`config.mk`:
```
export PLATFORM = sky130hd
export DESIGN_NAME = mem_arbiter
export DESIGN_NICKNAME = d
export VERILOG_FILES = /design/src/rtl/mem_arbiter_pkg.sv /design/src/rtl/mem_arbiter_starve.sv /design/src/rtl/mem_arbiter.sv
export SDC_FILE = /design/constraint.sdc
export NUM_CORES = 1
export LEC_CHECK = 0
export ABC_CLOCK_PERIOD_IN_PS = 5600
export BUFFER_PORTS_ARGS = -buffer_cell sky130_fd_sc_hd__buf_2
export CAP_MARGIN = 10
export CORE_ASPECT_RATIO = 1.4
export CORE_MARGIN = 3
export CORE_UTILIZATION = 40
export DETAILED_ROUTE_END_ITERATION = 6
export PLACE_DENSITY = 0.85
export SLEW_MARGIN = 40
export SYNTH_ARGS = -nofsm -noshare
export SYNTH_HDL_FRONTEND = slang
export SYNTH_HIERARCHICAL = 1
export SYNTH_SLANG_ARGS = --single-unit
```
`constraint.sdc`:
```
create_clock -name clk -period 5.6 [get_ports clk]
set_input_delay 0.28 -clock clk [delete_from_list [all_inputs] [get_ports clk]]
set_output_delay 0.28 -clock clk [all_outputs]
set_load 0.005 [all_outputs]
```
`src/rtl/mem_arbiter_pkg.sv`:
```
// Shared SoC definitions for the memory arbiter: default bus widths and the
// registered owner-state enumeration that tracks who used the RAM last cycle.
package mem_arbiter_pkg;

  localparam int DEF_ADDR_W = 12;
  localparam int DEF_DATA_W = 8;

  typedef enum logic [1:0] {
    OWN_NONE   = 2'd0,
    OWN_CPU_RD = 2'd1,
    OWN_CPU_WR = 2'd2,
    OWN_VID_RD = 2'd3
  } owner_e;

  // Translate this cycle's grant into the owner recorded for the next cycle.
  function automatic owner_e owner_from_grant(input logic cpu_gnt,
                                              input logic cpu_we,
                                              input logic vid_gnt);
    owner_e own;
    own = OWN_NONE;
    if (cpu_gnt)      own = cpu_we ? OWN_CPU_WR : OWN_CPU_RD;
    else if (vid_gnt) own = OWN_VID_RD;
    return own;
  endfunction

endpackage

```
`src/rtl/mem_arbiter_starve.sv`:
```
// Starvation guard for the CPU port: counts consecutive cycles in which the
// CPU asks for the RAM and is refused, and raises force_cpu once the count
// reaches STARVE_MAX so the next conflict goes to the CPU.
module mem_arb_starve #(
  parameter int STARVE_MAX = 4
) (
  input  logic clk,
  input  logic rst,
  input  logic cpu_req,
  input  logic cpu_gnt,
  output logic force_cpu
);

  localparam logic [3:0] MAX_C = 4'(STARVE_MAX);

  logic [3:0] r_starve_cnt;

  assign force_cpu = (r_starve_cnt == MAX_C);

  // Saturating denial counter; any grant or dropped request restarts it.
  always_ff @(posedge clk or posedge rst) begin
    if (rst) begin
      r_starve_cnt <= 4'd0;
    end else if (cpu_req && !cpu_gnt) begin
      if (r_starve_cnt != MAX_C) r_starve_cnt <= r_starve_cnt + 4'd1;
    end else begin
      r_starve_cnt <= 4'd0;
    end
  end

endmodule

```
`src/rtl/mem_arbiter.sv`:
```
// Single-port RAM arbiter between a CPU and a video fetch unit.
// Video wins conflicts unless the CPU has been refused STARVE_MAX times in
// a row. Read data returns one cycle after the grant and is steered to the
// requester recorded in the owner register.
// Optional build macro: MEM_ARB_STATS_EN adds the cpu_stall_cnt output.
module mem_arbiter
  import mem_arbiter_pkg::*;
#(
  parameter int ADDR_W     = DEF_ADDR_W,
  parameter int DATA_W     = DEF_DATA_W,
  parameter int STARVE_MAX = 4
) (
  input  logic              clk,
  input  logic              rst,
  input  logic              cpu_req,
  input  logic              cpu_we,
  input  logic [ADDR_W-1:0] cpu_addr,
  input  logic [DATA_W-1:0] cpu_wdata,
  output logic              cpu_gnt,
  output logic              cpu_rvalid,
  output logic [DATA_W-1:0] cpu_rdata,
  input  logic              vid_req,
  input  logic [ADDR_W-1:0] vid_addr,
  output logic              vid_gnt,
  output logic              vid_rvalid,
  output logic [DATA_W-1:0] vid_rdata,
  output logic              mem_en,
  output logic              mem_we,
  output logic [ADDR_W-1:0] mem_addr,
  output logic [DATA_W-1:0] mem_wdata,
`ifdef MEM_ARB_STATS_EN
  output logic [15:0]       cpu_stall_cnt,
`endif
  input  logic [DATA_W-1:0] mem_rdata
);

  logic   w_force_cpu;
  logic   w_cpu_gnt;
  logic   w_vid_gnt;
  owner_e r_owner;

  mem_arb_starve #(
    .STARVE_MAX (STARVE_MAX)
  ) u_starve (
    .clk       (clk),
    .rst       (rst),
    .cpu_req   (cpu_req),
    .cpu_gnt   (w_cpu_gnt),
    .force_cpu (w_force_cpu)
  );

  // Grant decision: the CPU takes the RAM when alone or when starved;
  // reset masks both grants so nothing reaches the RAM while it is held.
  always_comb begin
    w_cpu_gnt = !rst && cpu_req && (!vid_req || w_force_cpu);
    w_vid_gnt = !rst && vid_req && !w_cpu_gnt;
  end

  // RAM port mux: the winner drives address and data, idle cycles drive 0.
  always_comb begin
    mem_en    = w_cpu_gnt | w_vid_gnt;
    mem_we    = w_cpu_gnt & cpu_we;
    mem_addr  = '0;
    mem_wdata = '0;
    if (w_cpu_gnt) begin
      mem_addr  = cpu_addr;
      mem_wdata = cpu_wdata;
    end else if (w_vid_gnt) begin
      mem_addr  = vid_addr;
    end
  end

  assign cpu_gnt = w_cpu_gnt;
  assign vid_gnt = w_vid_gnt;

  // Remember who used the RAM so the returning read data can be steered;
  // the async clear also drops any read that was in flight at reset.
  always_ff @(posedge clk or posedge rst) begin
    if (rst) r_owner <= OWN_NONE;
    else     r_owner <= owner_from_grant(w_cpu_gnt, cpu_we, w_vid_gnt);
  end

  assign cpu_rvalid = (r_owner == OWN_CPU_RD);
  assign vid_rvalid = (r_owner == OWN_VID_RD);
  assign cpu_rdata  = mem_rdata;
  assign vid_rdata  = mem_rdata;

`ifdef MEM_ARB_STATS_EN
  logic [15:0] r_stall_cnt;

  // Count cycles the CPU waited, sticking at all-ones.
  always_ff @(posedge clk or posedge rst) begin
    if (rst)                                             r_stall_cnt <= 16'd0;
    else if (cpu_req && !w_cpu_gnt && r_stall_cnt != 16'hFFFF) r_stall_cnt <= r_stall_cnt + 16'd1;
  end

  assign cpu_stall_cnt = r_stall_cnt;
`endif

endmodule

```
## Yosys cells after proc, flatten, opt, wreduce, memory -nomap -nowiden

Index checks and enable logic that the tools add are counted.

- Input port bits: 45
- Register bits after elaboration: 6
- RAM bits: 0
- Latch bits: 0
- ROM bits: 0
- Word-level logic and storage cells: 27
- Output and inout port bits: 42
- Memories kept: 0

- Order comparisons: 0
- Shift-type cells: 0
- Reduce and logical (&&, ||, !) cells: 9
- Muxes and demuxes: 8
- Div/mod/pow operators: 0
- $add $sub $neg: 1
- Multipliers: 0
- Equality and inequality tests: 5
- Bitwise gates (word level): 2

Operators with widths:

| cell | number |
|---|---|
| 2-to-1 mux 12 bit | 2 |
| 2-to-1 mux 4 bit | 2 |
| 2-to-1 mux 8 bit | 1 |
| 2-to-1 mux 2 bit | 3 |
| logical AND 1 bit | 5 |
| adder 4 x 1 -> 4 bit, second input constant | 1 |
| == test 4 x 3 -> 1 bit, second input constant | 1 |
| inequality test 4 x 3 -> 1 bit, second input constant | 1 |
| zero test 1 bit | 3 |
| == test 2 x 1 -> 1 bit, second input constant | 1 |
| == test 2 bit, second input constant | 1 |
| inequality test 2 bit, second input constant | 1 |
| AND 1 bit | 1 |
| logical OR 1 bit | 1 |
| bitwise OR 1 bit | 1 |

## Longest topological paths before layout

Gate-level depths: netlist of the first run.

- Word-level depth: 7
- Depth in mapped cells: 9
- Depth with buffers taken out: 7

## Hierarchy

The synthesis of the first run kept the hierarchy.

By module, submodules not included:

| module | instances | cells each | sequential area each (µm²) | area each (µm²) |
|---|---|---|---|---|
| mem_arbiter | 1 | 86 | 50.0 | 709.4 |
| mem_arb_starve | 1 | 26 | 100.1 | 261.5 |

## Least setup slack after synthesis of the first run

OpenSTA, ideal clock, no wires.

- Kind: register to register
- From: register u_starve.r_starve_cnt[0]
- To: register u_starve.r_starve_cnt[3]
- Path buffers: 2
- Period minus slack after synthesis: 2.099 ns
- Path slack: 3.501 ns
- Data arrival time: 2.019 ns
- Data required time: 5.521 ns
- Stages on the path, launching flop included: 10
- Library setup time: 0.079 ns
- Cells stage by stage: dfrtp_1 inv_1 ha_1 and3b_1 clkbuf_1 nor2b_2 buf_2 nor2_1 or4b_1 mux2i_1

- Longest elaborated chain between the ends: 6

RTL lines:

| item | line | RTL |
|---|---|---|
| start, declared | mem_arbiter_starve.sv:16 | `logic [3:0] r_starve_cnt;` |
| start signal, assigned | mem_arbiter_starve.sv:25 | `if (r_starve_cnt != MAX_C) r_starve_cnt <= r_starve_cnt + 4'd1;` |
| == test 4 x 3 -> 1 bit (*) | mem_arbiter_starve.sv:18 | `assign force_cpu = (r_starve_cnt == MAX_C);` |
| named net w_force_cpu | mem_arbiter.sv:37 | `logic w_force_cpu;` |
| logical OR 1 bit (*) | mem_arbiter.sv:55 | `w_cpu_gnt = !rst && cpu_req && (!vid_req \|\| w_force_cpu);` |
| logical AND 1 bit (*) | mem_arbiter.sv:55 |  |
| named net cpu_gnt | mem_arbiter.sv:19 | `output logic cpu_gnt,` |
| zero test 1 bit (*) | mem_arbiter_starve.sv:24 | `end else if (cpu_req && !cpu_gnt) begin` |
| logical AND 1 bit (*) | mem_arbiter_starve.sv:24 |  |
| inequality test 2 bit (no source line) or 2-to-1 mux 4 bit (tied branches) | n/a |  |

The timed path passes the listed nets; every way through them passes the cells marked *. The select of a mux whose other input is x is not followed.
A chain may end at the register's enable or synchronous reset.

## Final worst setup path of the first run

- From: register u_starve.r_starve_cnt[0]
- To: register u_starve.r_starve_cnt[3]

- Longest elaborated chain between the ends: 6

RTL lines:

| item | line |
|---|---|
| == test 4 x 3 -> 1 bit (*) | mem_arbiter_starve.sv:18 |
| named net w_force_cpu | mem_arbiter.sv:37 |
| logical OR 1 bit (*) | mem_arbiter.sv:55 |
| logical AND 1 bit (*) | mem_arbiter.sv:55 |
| zero test 1 bit (*) | mem_arbiter_starve.sv:24 |
| logical AND 1 bit (*) | mem_arbiter_starve.sv:24 |
| inequality test 2 bit (no source line) or 2-to-1 mux 4 bit (tied branches) | n/a |

Marks and branches as above.

==> results.md, run 1 <==
- The flow ran to the end, and the final reports show no timing, DRC or antenna violations.
- In this run the deepest clock path goes through 2 buffers.
- For this configuration, the core starts out at a cell density of 0.431.
- Post-CTS repair changed the size of 0 cells.
- The maximum number of pins on one net before global-route repair is 32.
- Port buffering added 62 buffers.
- The most common cell after layout, fill and taps aside is sky130_fd_sc_hd__buf_2.
- The worst reg2reg path depth is 7.
- The portion of the post-synthesis area used by sequential elements is 0.155.
- In this design, the stage delay of the slowest critical-path cell is 540 ps.
- The count of final setup violators is 0.
- The net count of the finished layout is 201.
- The total overflow left after global routing is 0.
- Clock skew on the completed layout was measured at 1.89 ps.
- Summed over all layers, the routed wires come to 2410 um.
- The floorplan die area is 0.00306 sq mm.
- The count of nets left with antenna violations once routing finished came out at 0.
- The area growth from synthesis to final layout is 18.7%.
- The count of antenna diodes in the layout is 0.
- The global router's overall resource usage is 0.164.
- In this run the register-to-register setup slack is 3150 ps.
- The post-detailed-route DRC marker count is 0.
- Buffers inserted to repair hold after CTS numbered 0.
- Synthesis inferred 6 register bits.
- For the worst-skew pair, the clock arrives at the later sink with an insertion delay of 260 ps.
- The max-slew violation count is 0.
- The critical path goes through inv_1 > ha_1 > and3b_1 > nor2b_4 > nor2_1 > or4b_1 > mux2i_1.
- The worst relative slew slack is 0.601.
- Setup repair after global routing left no endpoint under its margin.
- The first-pass GRT wire length is 3590 um.
- The H-tree level count is 1.
- In this run the critical register-to-register path is launched from u_starve/r_starve_cnt[0].
- The final period demand of the worst path is 2450 ps.
- In this run the worst setup path begins at u_starve/r_starve_cnt[0].
- The final hold violation count is 0.
- During synthesis, Yosys emitted a total of 6 warnings.
- Of the available clock period, the critical path in the final layout requires 0.438.
- Counting both buffers and inverters, the worst setup path holds a total of 1.
- The number of buffers added by the clock tree synthesis step is 3.
- The die extent in x is 47.6 um.
- Across the whole layout, storage elements account for 150 sq um.
- STA classifies the critical path startpoint as a flip-flop.
- STA puts the critical path data required time at 5780 ps.
- The I/O pin count is 87.
- The number of nets in the synthesized netlist is 159.
- The worst register-to-register path ends at u_starve/r_starve_cnt[3].
- Clock tree synthesis selected as its root buffer the cell sky130_fd_sc_hd__clkbuf_4.
- After routing the design area is 0.00115 sq mm.
- Clock-pin slew was measured on the worst setup and hold paths at 50 ps.
- In this run, the number of DRC markers left after iteration 0 of detailed routing was 11.
- For the worst setup path, the data arrival time is 2630 ps.
- The netlist uses 28 different library cells.
- In the final routed layout, each cell accounts on average for 13.8 um.
- Grouping stages by cell kind, the critical path spends the most delay in simple AND/OR/NAND/NOR gates.
- In this run the worst path has a maximum fanout of 22.
- The number of setup buffers added after CTS is 0.
- The measured slew at the worst slew-check pin is 598 ps.
- The worst slack at placement is 3140 ps.
- The cell area after placement is 0.00113 sq mm.
- The category of the critical setup timing path is reg2reg.
- IR analysis of the VDD net gives a maximum drop of 94.2 uV.
- The number of cell rows is 20.
- In this run the worst hold path is classified as in2async.
- The routability congestion estimate is 0.747.
- The multi-input logic area is 619 sq um.
- The total standard cell area after synthesis is 971 sq um.
- The setup TNS after final layout is 0 ps.
- The synthesized netlist cell count is 112.
- In this run the power density over the cells is 139 mW/mm^2.
- TritonCTS built the clock tree.
- The number of antenna violations at the first check in global routing is 0.
- The share of post-route cells with drive strength above 1 is 0.513.
- The via count of the first global-routing pass is 883.
- The core area is 0.00225 sq mm.
- The count of TritonRoute iterations in the first routing pass is 3.
- In the routed layout, each cell is associated on average with a via count of 5.46.
- The capturing element type of the critical path is a flip-flop.
- The leakage power is 0.000582 uW.
- For this run, the share of the core covered by cells in the final layout is 0.512.
- The count of max-cap constraint violations is 0.
- CTS saw 6 sinks.
- Averaged over all synthesized cells, the footprint is 8.67 sq um.
- Detailed placement finished with a half-perimeter wire length of 1880 um.
- The filler cells instantiated in the layout total 214.
- The via count is 950.
- In the layout the commonest cells are sky130_fd_sc_hd__buf_2, sky130_fd_sc_hd__nand2b_1, sky130_fd_sc_hd__o32ai_2.
- Among all stages on the critical path, the largest delay is contributed by sky130_fd_sc_hd__or4b_1.
- Derived from the worst setup path, the maximum achievable clock frequency is 408 MHz.
- In this run the vertical extent of the chip is 64.3 um.
- The smallest setup slack after layout is 3150 ps.
==> worst max-delay path by stage <==
stage,cells past startpoint,to,slack [ps]
2_1_floorplan,9,u_starve/r_starve_cnt[3],3500
3_3_place_gp,7,u_starve/r_starve_cnt[3],2980
3_5_place_dp,7,u_starve/r_starve_cnt[3],3140
4_1_cts,7,u_starve/r_starve_cnt[3],3130
5_1_grt,7,u_starve/r_starve_cnt[3],2940
6_report,7,u_starve/r_starve_cnt[3],3150
==> per-layer routing <==
layer	up-vias	wire (um)	global-route usage	part of all wire
met4	0	92	0.121	0.038
met2	58	1120	0.294	0.46
li1	453	-	-	-
met5	-	0	0	0
met1	430	907	0.148	0.38
met3	9	290	0.0310	0.12
==> worst register-to-register path, delay by kind of cell (launching register included) <==
kind / cells / cell delay [ps]
adders and majority gates: 1 / 220
buffers and inverters: 1 / 70
DFF: 1 / 400
muxes: 1 / 140
and+or+nand+nor: 4 / 1550
==> Yosys cell counts <==
cell	number	share of area
sky130_fd_sc_hd__nand2b_1	26	0.17
sky130_fd_sc_hd__buf_4	16	0.12
sky130_fd_sc_hd__o32ai_2	10	0.17
sky130_fd_sc_hd__nor3b_1	9	0.070
sky130_fd_sc_hd__dfrtp_1	6	0.15
sky130_fd_sc_hd__inv_1	5	0.019
sky130_fd_sc_hd__nor2_1	5	0.019
sky130_fd_sc_hd__buf_2	4	0.021
sky130_fd_sc_hd__nand3b_1	4	0.031
sky130_fd_sc_hd__mux2i_1	3	0.031
sky130_fd_sc_hd__a21oi_1	2	0.010
sky130_fd_sc_hd__and2_1	2	0.013
sky130_fd_sc_hd__buf_6	2	0.023
sky130_fd_sc_hd__clkbuf_1	2	0.0077
sky130_fd_sc_hd__ha_1	2	0.026
sky130_fd_sc_hd__o32ai_1	2	0.018
sky130_fd_sc_hd__a2111oi_0	1	0.0090
sky130_fd_sc_hd__a21bo_2	1	0.010
sky130_fd_sc_hd__and3b_1	1	0.0090
sky130_fd_sc_hd__clkbuf_8	1	0.014
sky130_fd_sc_hd__inv_2	1	0.0039
sky130_fd_sc_hd__nand2_1	1	0.0039
sky130_fd_sc_hd__nand3_1	1	0.0051
sky130_fd_sc_hd__nor2b_1	1	0.0064
sky130_fd_sc_hd__nor2b_2	1	0.0090
sky130_fd_sc_hd__or2b_1	1	0.0077
sky130_fd_sc_hd__or3b_1	1	0.0090
sky130_fd_sc_hd__or4b_1	1	0.010
==> state kept, by name (all words and copies together), names as in the netlist <==
signal	cells
u_starve/r_starve_cnt	4
r_owner	2
==> report_power, final <==
group	switching [uW]	internal, uW
Sequential	2.66	46.5
Combinational	32.8	33.6
Clock	20.0	24.5
Total	55.5	105
==> stage by stage <==
stage	hold WS, ps	power (uW)	std cells
6_report	46.8	160	174
5_1_grt	87.5	170	174
4_1_cts	49.8	162	174
3_5_place_dp	328	117	171
3_3_place_gp	298	113	171
2_1_floorplan	46.1	101	112
==> cell families (layout without fill, tap and decap cells) <==
logic type	Yosys count	in the layout	share of synthesized area
fa+ha+maj	2	2	0.0258
mux	3	3	0.0309
buf+inv	31	71	0.213
compound gates	16	16	0.215
simple gates	54	54	0.361
flops	6	6	0.155
==> cell type report <==
type                       count  share of cell area
sequential                     6               0.130
timing repair buffer          62               0.269
multi-input combinational     75               0.537
inverter                       6              0.0195
clock buffer                   3              0.0195
tap                           22              0.0239
Power figures use the tool's default switching activity.
==> run 2: changes to the inputs <==
- ABC_CLOCK_PERIOD_IN_PS: 5600 -> 2300
- CORE_UTILIZATION: 40 -> 38
- PLACE_DENSITY: 0.85 -> 0.81
- clock period: 5.6 -> 2.3 ns (I/O delays scaled with it)
==> results.md, run 2 (same netlist as run 1, synthesis figures left out) <==
- The die span in y was 65.8 um (+2.4%).
- The worst slack at placement is 422 ps (-2720 ps).
- The number of fill cells is 247 (+15%).
- The arrival time at the worst endpoint is 1920 ps (-710 ps).
- The top achievable clock speed is 490 MHz.
- The max-slew violation count is 0 (unchanged).
- The routed wire length per instance came to 12.6 um (-8.8%).
- The die extent in x is 48.7 um (+2.3%).
- The setup TNS after final layout is 0 ps (unchanged).
- The post-cts repair resize count is 0 (unchanged).
- The largest register by flop count is u_starve/r_starve_cnt.
- Setup repair after global routing left no endpoint under its margin.
- The peak supply drop came to 231 uV (+150%).
- The worst relative slew slack is 0.733 (+0.133).
- The count of TritonRoute iterations in the first routing pass is 4 (+1).
- The number of routed nets with antenna violations was 0 (unchanged).
- The clock skew after layout is 2.66 ps (+0.764 ps).
- The CTS tree is yes.
- The smallest setup slack after layout is 261 ps (-2890 ps).
- The required time of the critical path is 2180 ps (-3600 ps).
- The core area is 0.00242 sq mm (+7.3%).
- The count of max-cap constraint violations is 0 (unchanged).
- The maximum number of pins on one net before global-route repair came to 32 (unchanged).
- The worst hold path startpoint is cpu_we.
- The delay of the slowest cell on the worst path was 410 ps (-130 ps).
- The final hold slack came to 159 ps (+113 ps).
- In the finished design, the share of the clock period the worst path needs comes to 0.887.
- The category of the critical setup timing path is reg2out.
- In this run the critical register-to-register path is launched from u_starve/r_starve_cnt[0].
- The hold-fix buffer count after cts is 1 (+1).
- The port buffer count came to 62 (unchanged).
- The first-pass GRT wire length is 3990 um (+11%).
- The floorplan die area came to 0.00321 sq mm (+4.7%).
- The number of sinks on the clock net was 6 (unchanged).
- The largest fanout of any net on the critical path is 21 (-4.5%).
- The area growth from synthesis to final layout is 21.5%.
- Walking the worst path, the cells encountered are inv_1 > ha_1 > and3b_1 > nor2b_2 > buf_4 > o32ai_1 > buf_2.
- In the layout the commonest cells are sky130_fd_sc_hd__buf_2, sky130_fd_sc_hd__nand2b_1, sky130_fd_sc_hd__o32ai_2.
- The number of buffers added by the clock tree synthesis step is 3 (unchanged).
- In the final layout, the registers with the most flip-flops are u_starve/r_starve_cnt: 4 flops, r_owner: 2 flops.
- The overflow left after global routing came to 0 (unchanged).
- The critical path's slowest cell is sky130_fd_sc_hd__dfrtp_1.
- The final-stage net count was 203 (+1.0%).
- The flow ran to the end, and the final reports show no timing, DRC or antenna violations.
- The maximum clock path buffer count is 2 (unchanged).
- The number of cell rows is 21 (+5.0%).
- The measured slew at the worst slew-check pin was 398 ps (-200 ps).
- The smallest clock period supported by the final layout is computed as 2040 ps.
- The power density over cell area came to 323 mW/mm^2 (+130%).
- The clock network latency to the later pin of the worst-skew pair is 240 ps (-20 ps).
- The cell at the root of the clock tree is sky130_fd_sc_hd__clkbuf_4.
- The endpoint identified for the worst register-to-register timing path is u_starve/r_starve_cnt[3].
- The detailed-route vias per instance is 4.99 (-8.5%).
- The via count of the first global-routing pass was 910 (+3.1%).
- The CTS clock-pin slew for the worst setup and hold paths is 50 ps (about the same).
- The most common cell after layout, fill and taps aside is sky130_fd_sc_hd__buf_2.
- The count of antenna diodes in the layout is 0 (unchanged).
- The number of antenna violations at the first check in global routing is 0 (unchanged).
- The worst reg2reg path depth is 7 (unchanged).
- STA classifies the critical path startpoint as a flip-flop.
- The global router's overall resource usage came to 0.155 (-0.00901).
- The worst hold endpoint is r_owner[1].
- The effective utilization at floorplan is 0.402 (-0.0295).
- The starting DRC count in detailed routing is 27 (+16).
- The post-detailed-route DRC marker count is 0 (unchanged).
- The leakage power is 0.000587 uW (+0.76%).
- The detailed placement HPWL is 1850 um (-1.3%).
- The number of setup buffers added after CTS came to 0 (unchanged).
- The worst hold path passes through 3 cells.
- The share of post-route cells with drive strength above 1 is 0.513 (about the same).
- The number of flip-flops under the largest register name is 4 (unchanged).
- The via count was 939 (-1.2%).
- The path class of the tightest hold or removal check is in2reg.
- The I/O pin count is 87 (unchanged).
- The setup slack of the most critical reg-to-reg path came to 410 ps (-2740 ps).
- The capturing element type of the critical path is an output pin.
- The H-tree level count is 1 (unchanged).
- The final hold violation count is 0 (unchanged).
- The count of final setup violators is 0 (unchanged).
- The total wire length is 2370 um (-1.5%).
- The routability congestion estimate is 0.765 (+2.5%).
-- run 2: metal layers --
metal  global-route usage  vias to the layer above  routed length [um]
met5                    0                        -                   0
met4               0.0605                        0                  19
met3               0.0609                        4                 327
met2                0.262                       63                1120
met1                0.175                      414                 905
li1                     -                      458                   -
-- run 2: cell type report --
class | count | area, sq um | area share
clock buffers | 3 | 22.5 | 0.0191
well taps | 34 | 42.5 | 0.0361
flip-flops and latches | 6 | 150 | 0.127
multi-input cells | 75 | 614 | 0.521
inverters | 6 | 22.5 | 0.0191
repair buffers | 64 | 328 | 0.278
-- run 2: per-stage QoR --
stage                     cell area (sq um)  instances  total power [uW]   util
after floorplan                         971        112               246      -
after global placement                 1150        184               277  0.475
after detailed placement               1150        184               286  0.475
after CTS                              1180        188               385  0.488
after global routing                   1180        188               417  0.488
final                                  1180        188               381  0.488
-- run 2: worst max-delay path by stage --
| stage | slack (ps) | endpoint | from | cells after the start |
|---|---|---|---|---|
| 2_1_floorplan | 200 | u_starve/r_starve_cnt[3] | u_starve/r_starve_cnt[0] | 9 |
| 3_3_place_gp | 520 | u_starve/r_starve_cnt[3] | u_starve/r_starve_cnt[0] | 7 |
| 4_1_cts | 250 | u_starve/r_starve_cnt[3] | rst | 6 |
| 3_5_place_dp | 420 | u_starve/r_starve_cnt[3] | u_starve/r_starve_cnt[0] | 7 |
| 6_report | 260 | mem_addr[0] | u_starve/r_starve_cnt[0] | 7 |
| 5_1_grt | 130 | u_starve/r_starve_cnt[3] | rst | 6 |
-- run 2: critical path: cells and delay by family, from the launching register on --
kind	cells	cell delay, ps
AOI/OAI and AO/OA	1	300
adders and majority gates	1	170
buffers and inverters	3	450
DFF	1	410
and+or+nand+nor	2	350
-- run 2: report_power, final --
part	internal, uW	switching [uW]
Sequential	113	6.37
Clock	59.0	37.3
Combinational	83.8	81.2
==> run 3: changes to the inputs <==
- BUFFER_PORTS_ARGS: -buffer_cell sky130_fd_sc_hd__buf_2 -> -buffer_cell sky130_fd_sc_hd__buf_4
- CORE_ASPECT_RATIO: 1.4 -> not set
- CORE_MARGIN: 3 -> not set
==> results.md, run 3 (same netlist as run 1, synthesis figures left out) <==
- The run finished with clean final reports.
- The largest registers in the layout are u_starve/r_starve_cnt: 4 flops, r_owner: 2 flops.
- The clock network fraction of design power is 0.249 (-0.004).
- The post-detailed-route DRC marker count came to 0 (unchanged).
- Leaving out fill and tap cells, the most frequent cells in the layout are sky130_fd_sc_hd__buf_4, sky130_fd_sc_hd__nand2b_1, sky130_fd_sc_hd__o32ai_2.
- The cell-internal power was 286 uW (+12%).
- The routed wire length per instance is 14.1 um (+12%).
- The I/O pin count is 87 (unchanged).
- The number of sinks on the clock net is 6 (unchanged).
- The count of max-cap constraint violations is 0 (unchanged).
- The count of cells along the worst hold path came to 3 (unchanged).
- The power density over cell area came to 316 mW/mm^2 (-2.0%).
- The starting DRC count in detailed routing is 10 (-63%).
- The startpoint identified for the worst register-to-register timing path is u_starve/r_starve_cnt[0].
- TritonCTS built the clock tree.
- The max-slew violation count was 0 (unchanged).
- The largest individual stage delay along the critical path comes from the cell sky130_fd_sc_hd__dfrtp_1.
- The switching component of the power is 136 uW (+9.1%).
- The final-stage net count is 204 (+0.49%).
- The worst relative slew slack is 0.726 (-0.00781).
- The register area is 150 sq um (unchanged).
- The clock network latency to the later pin of the worst-skew pair came to 250 ps (about the same).
- Ranked by flip-flop count, first place goes to u_starve/r_starve_cnt.
- The overflow left after global routing is 0 (unchanged).
- The detailed placement HPWL is 1950 um (+5.3%).
- The delay of the slowest cell on the worst path is 420 ps (about the same).
- Relative to the synthesized area, the layout overhead comes to 37.5%.
- The via count is 961 (+2.3%).
- The proportion of total power due to net switching is 0.323 (-0.00506).
- The final hold slack was 147 ps (-12.2 ps).
- The number of fill cells is 213 (-14%).
- The part of the power in registers is 0.283 (-0.031).
- The setup TNS after final layout was 0 ps (unchanged).
- The maximum number of pins on one net before global-route repair is 32 (unchanged).
- The required time of the critical path is 2180 ps (about the same).
- The global router's overall resource usage was 0.179 (+0.0236).
- The worst hold path startpoint is cpu_we.
- The final hold violation count is 0 (unchanged).
- The count of final setup violators was 0 (unchanged).
- Tracing the worst setup path back leads to its startpoint at u_starve/r_starve_cnt[0].
- The share of post-route cells with drive strength above 1 is 0.516 (+0.00314).
- The clock skew after layout is 8.52 ps (+5.86 ps).
- The arrival time at the worst endpoint is 2000 ps (+80 ps).
- The number of antenna violations at the first check in global routing is 0 (unchanged).
- The largest fanout of any net on the critical path is 21 (unchanged).
- The die span in y was 52.5 um (-20%).
- The setup slack of the most critical reg-to-reg path is 410 ps (about the same).
- The effective utilization at floorplan is 0.419 (+0.0171).
- The fraction of power consumed by combinational cells is 0.468 (+0.035).
- Setup repair after global routing left no endpoint under its margin.
- The floorplan die area is 0.00276 sq mm (-14%).
- Counting stages on the worst path, the most repeated cell is sky130_fd_sc_hd__buf_4.
- The cell sitting at the root of the clock tree is a sky130_fd_sc_hd__clkbuf_4.
- STA classifies the critical path startpoint as a flip-flop.
- The period utilization was 0.919 (+0.0325).
- The leakage power was 0.000627 uW (+6.9%).
- The die extent in x is 52.5 um (+7.9%).
- The final period demand of the worst path was 2110 ps (+74.7 ps).
- The number of cell rows is 17 (-19%).
- The category of the critical setup timing path is reg2out.
- The count of antenna diodes in the layout is 0 (unchanged).
- The class of the tightest hold or removal check is in2reg.
- The number of buffers added by the clock tree synthesis step is 3 (unchanged).
- The routability congestion estimate is 0.817 (+6.8%).
- The end of the worst register-to-register path is u_starve/r_starve_cnt[0].
- The multi-input logic area is 614 sq um (unchanged).
- The port buffer count is 62 (unchanged).
- Traced cell by cell, the critical path runs through inv_1 > ha_1 > and3b_1 > nor2b_2 > buf_4 > o32ai_1 > buf_4.
- The top achievable clock speed is 473 MHz (-3.5%).
- The first-pass GRT wire length is 3620 um (-9.4%).
- The number of routed nets with antenna violations is 0 (unchanged).
- The number of setup buffers added after CTS was 0 (unchanged).
- The most common cell after layout, fill and taps aside is sky130_fd_sc_hd__buf_4.
- The count of TritonRoute iterations in the first routing pass was 4 (unchanged).
- The via count of the first global-routing pass is 867 (-4.7%).
- The measured slew at the worst slew-check pin came to 412 ps (+13.2 ps).
- The peak supply drop is 326 uV (+41%).
- The number of flip-flops under the largest register name is 4 (unchanged).
- The total wire length is 2580 um (+8.7%).
- The maximum clock path buffer count is 2 (unchanged).
- The worst reg2reg path depth came to 8 (+1).
- The worst setup path is captured at an output pin.
- The worst hold path terminates at r_owner[1].
- The H-tree level count is 1 (unchanged).
- The CTS clock-pin slew for the worst setup and hold paths came to 50 ps (about the same).
- The detailed-route vias per instance is 5.25 (+5.1%).
- The core area came to 0.00232 sq mm (-4.1%).
-- run 3: cell count changes in the layout (fill, tap and decap cells not counted) --
cell,before,now
sky130_fd_sc_hd__buf_4,1,64
sky130_fd_sc_hd__buf_2,62,0
-- run 3: worst max-delay path: cells and delay by family (launching register included) --
family | cells | cell delay [ps]
AO/OA/AOI/OAI | 1 | 310
flip-flops | 1 | 420
adder cells (fa/ha/maj) | 1 | 190
buffers and inverters | 3 | 460
AND/OR/NAND/NOR | 2 | 360
-- run 3: how the worst max path moves through the flow --
stage / endpoint / slack (ps) / depth (start not counted)
final: mem_addr[11] / 190 / 7
after global routing: mem_addr[0] / 60 / 7
after CTS: mem_addr[11] / 210 / 7
after detailed placement: u_starve/r_starve_cnt[0] / 440 / 8
after global placement: u_starve/r_starve_cnt[0] / 540 / 8
after floorplan: u_starve/r_starve_cnt[3] / 200 / 9
-- run 3: final cells by class --
cell class	count	share of cell area
clock buffers	3	0.0169
inverters	6	0.0169
multi-input cells	75	0.460
flip-flops and latches	6	0.112
well taps	28	0.0262
repair buffers	65	0.367
-- run 3: power groups by stage --
| stage | clock, uW | sequential (uW) | combinational [uW] |
|---|---|---|---|
| finish | 105 | 120 | 197 |
| floorplan | 0 | 120 | 126 |
| CTS | 109 | 120 | 199 |
| global placement | 0 | 120 | 190 |
| detailed placement | 0 | 121 | 197 |
| global route | 118 | 121 | 214 |
-- run 3: per-stage QoR --
stage	std cells	setup WS (ps)	cell area [sq um]	util	total power, uW
5_1_grt	183	62.8	1340	0.576	453
3_3_place_gp	179	542	1300	0.562	310
3_5_place_dp	179	437	1300	0.562	318
6_report	183	186	1340	0.576	422
2_1_floorplan	112	201	971	-	246
4_1_cts	183	208	1340	0.576	428
-- run 3: timing repair --
| item | in CTS | in global routing |
|---|---|---|
| resized for setup | 0 | 0 |
| hold buffers | 1 | 0 |
| endpoints found under the hold margin | 6 | 0 |
-- run 3: layer usage --
| metal | share of wire | up-vias | track usage |
|---|---|---|---|
| met5 | 0 | - | 0 |
| met4 | 0.029 | 0 | 0.105 |
| met3 | 0.11 | 18 | 0.0551 |
| met2 | 0.48 | 56 | 0.314 |
| met1 | 0.38 | 428 | 0.184 |
| li1 | - | 459 | - |
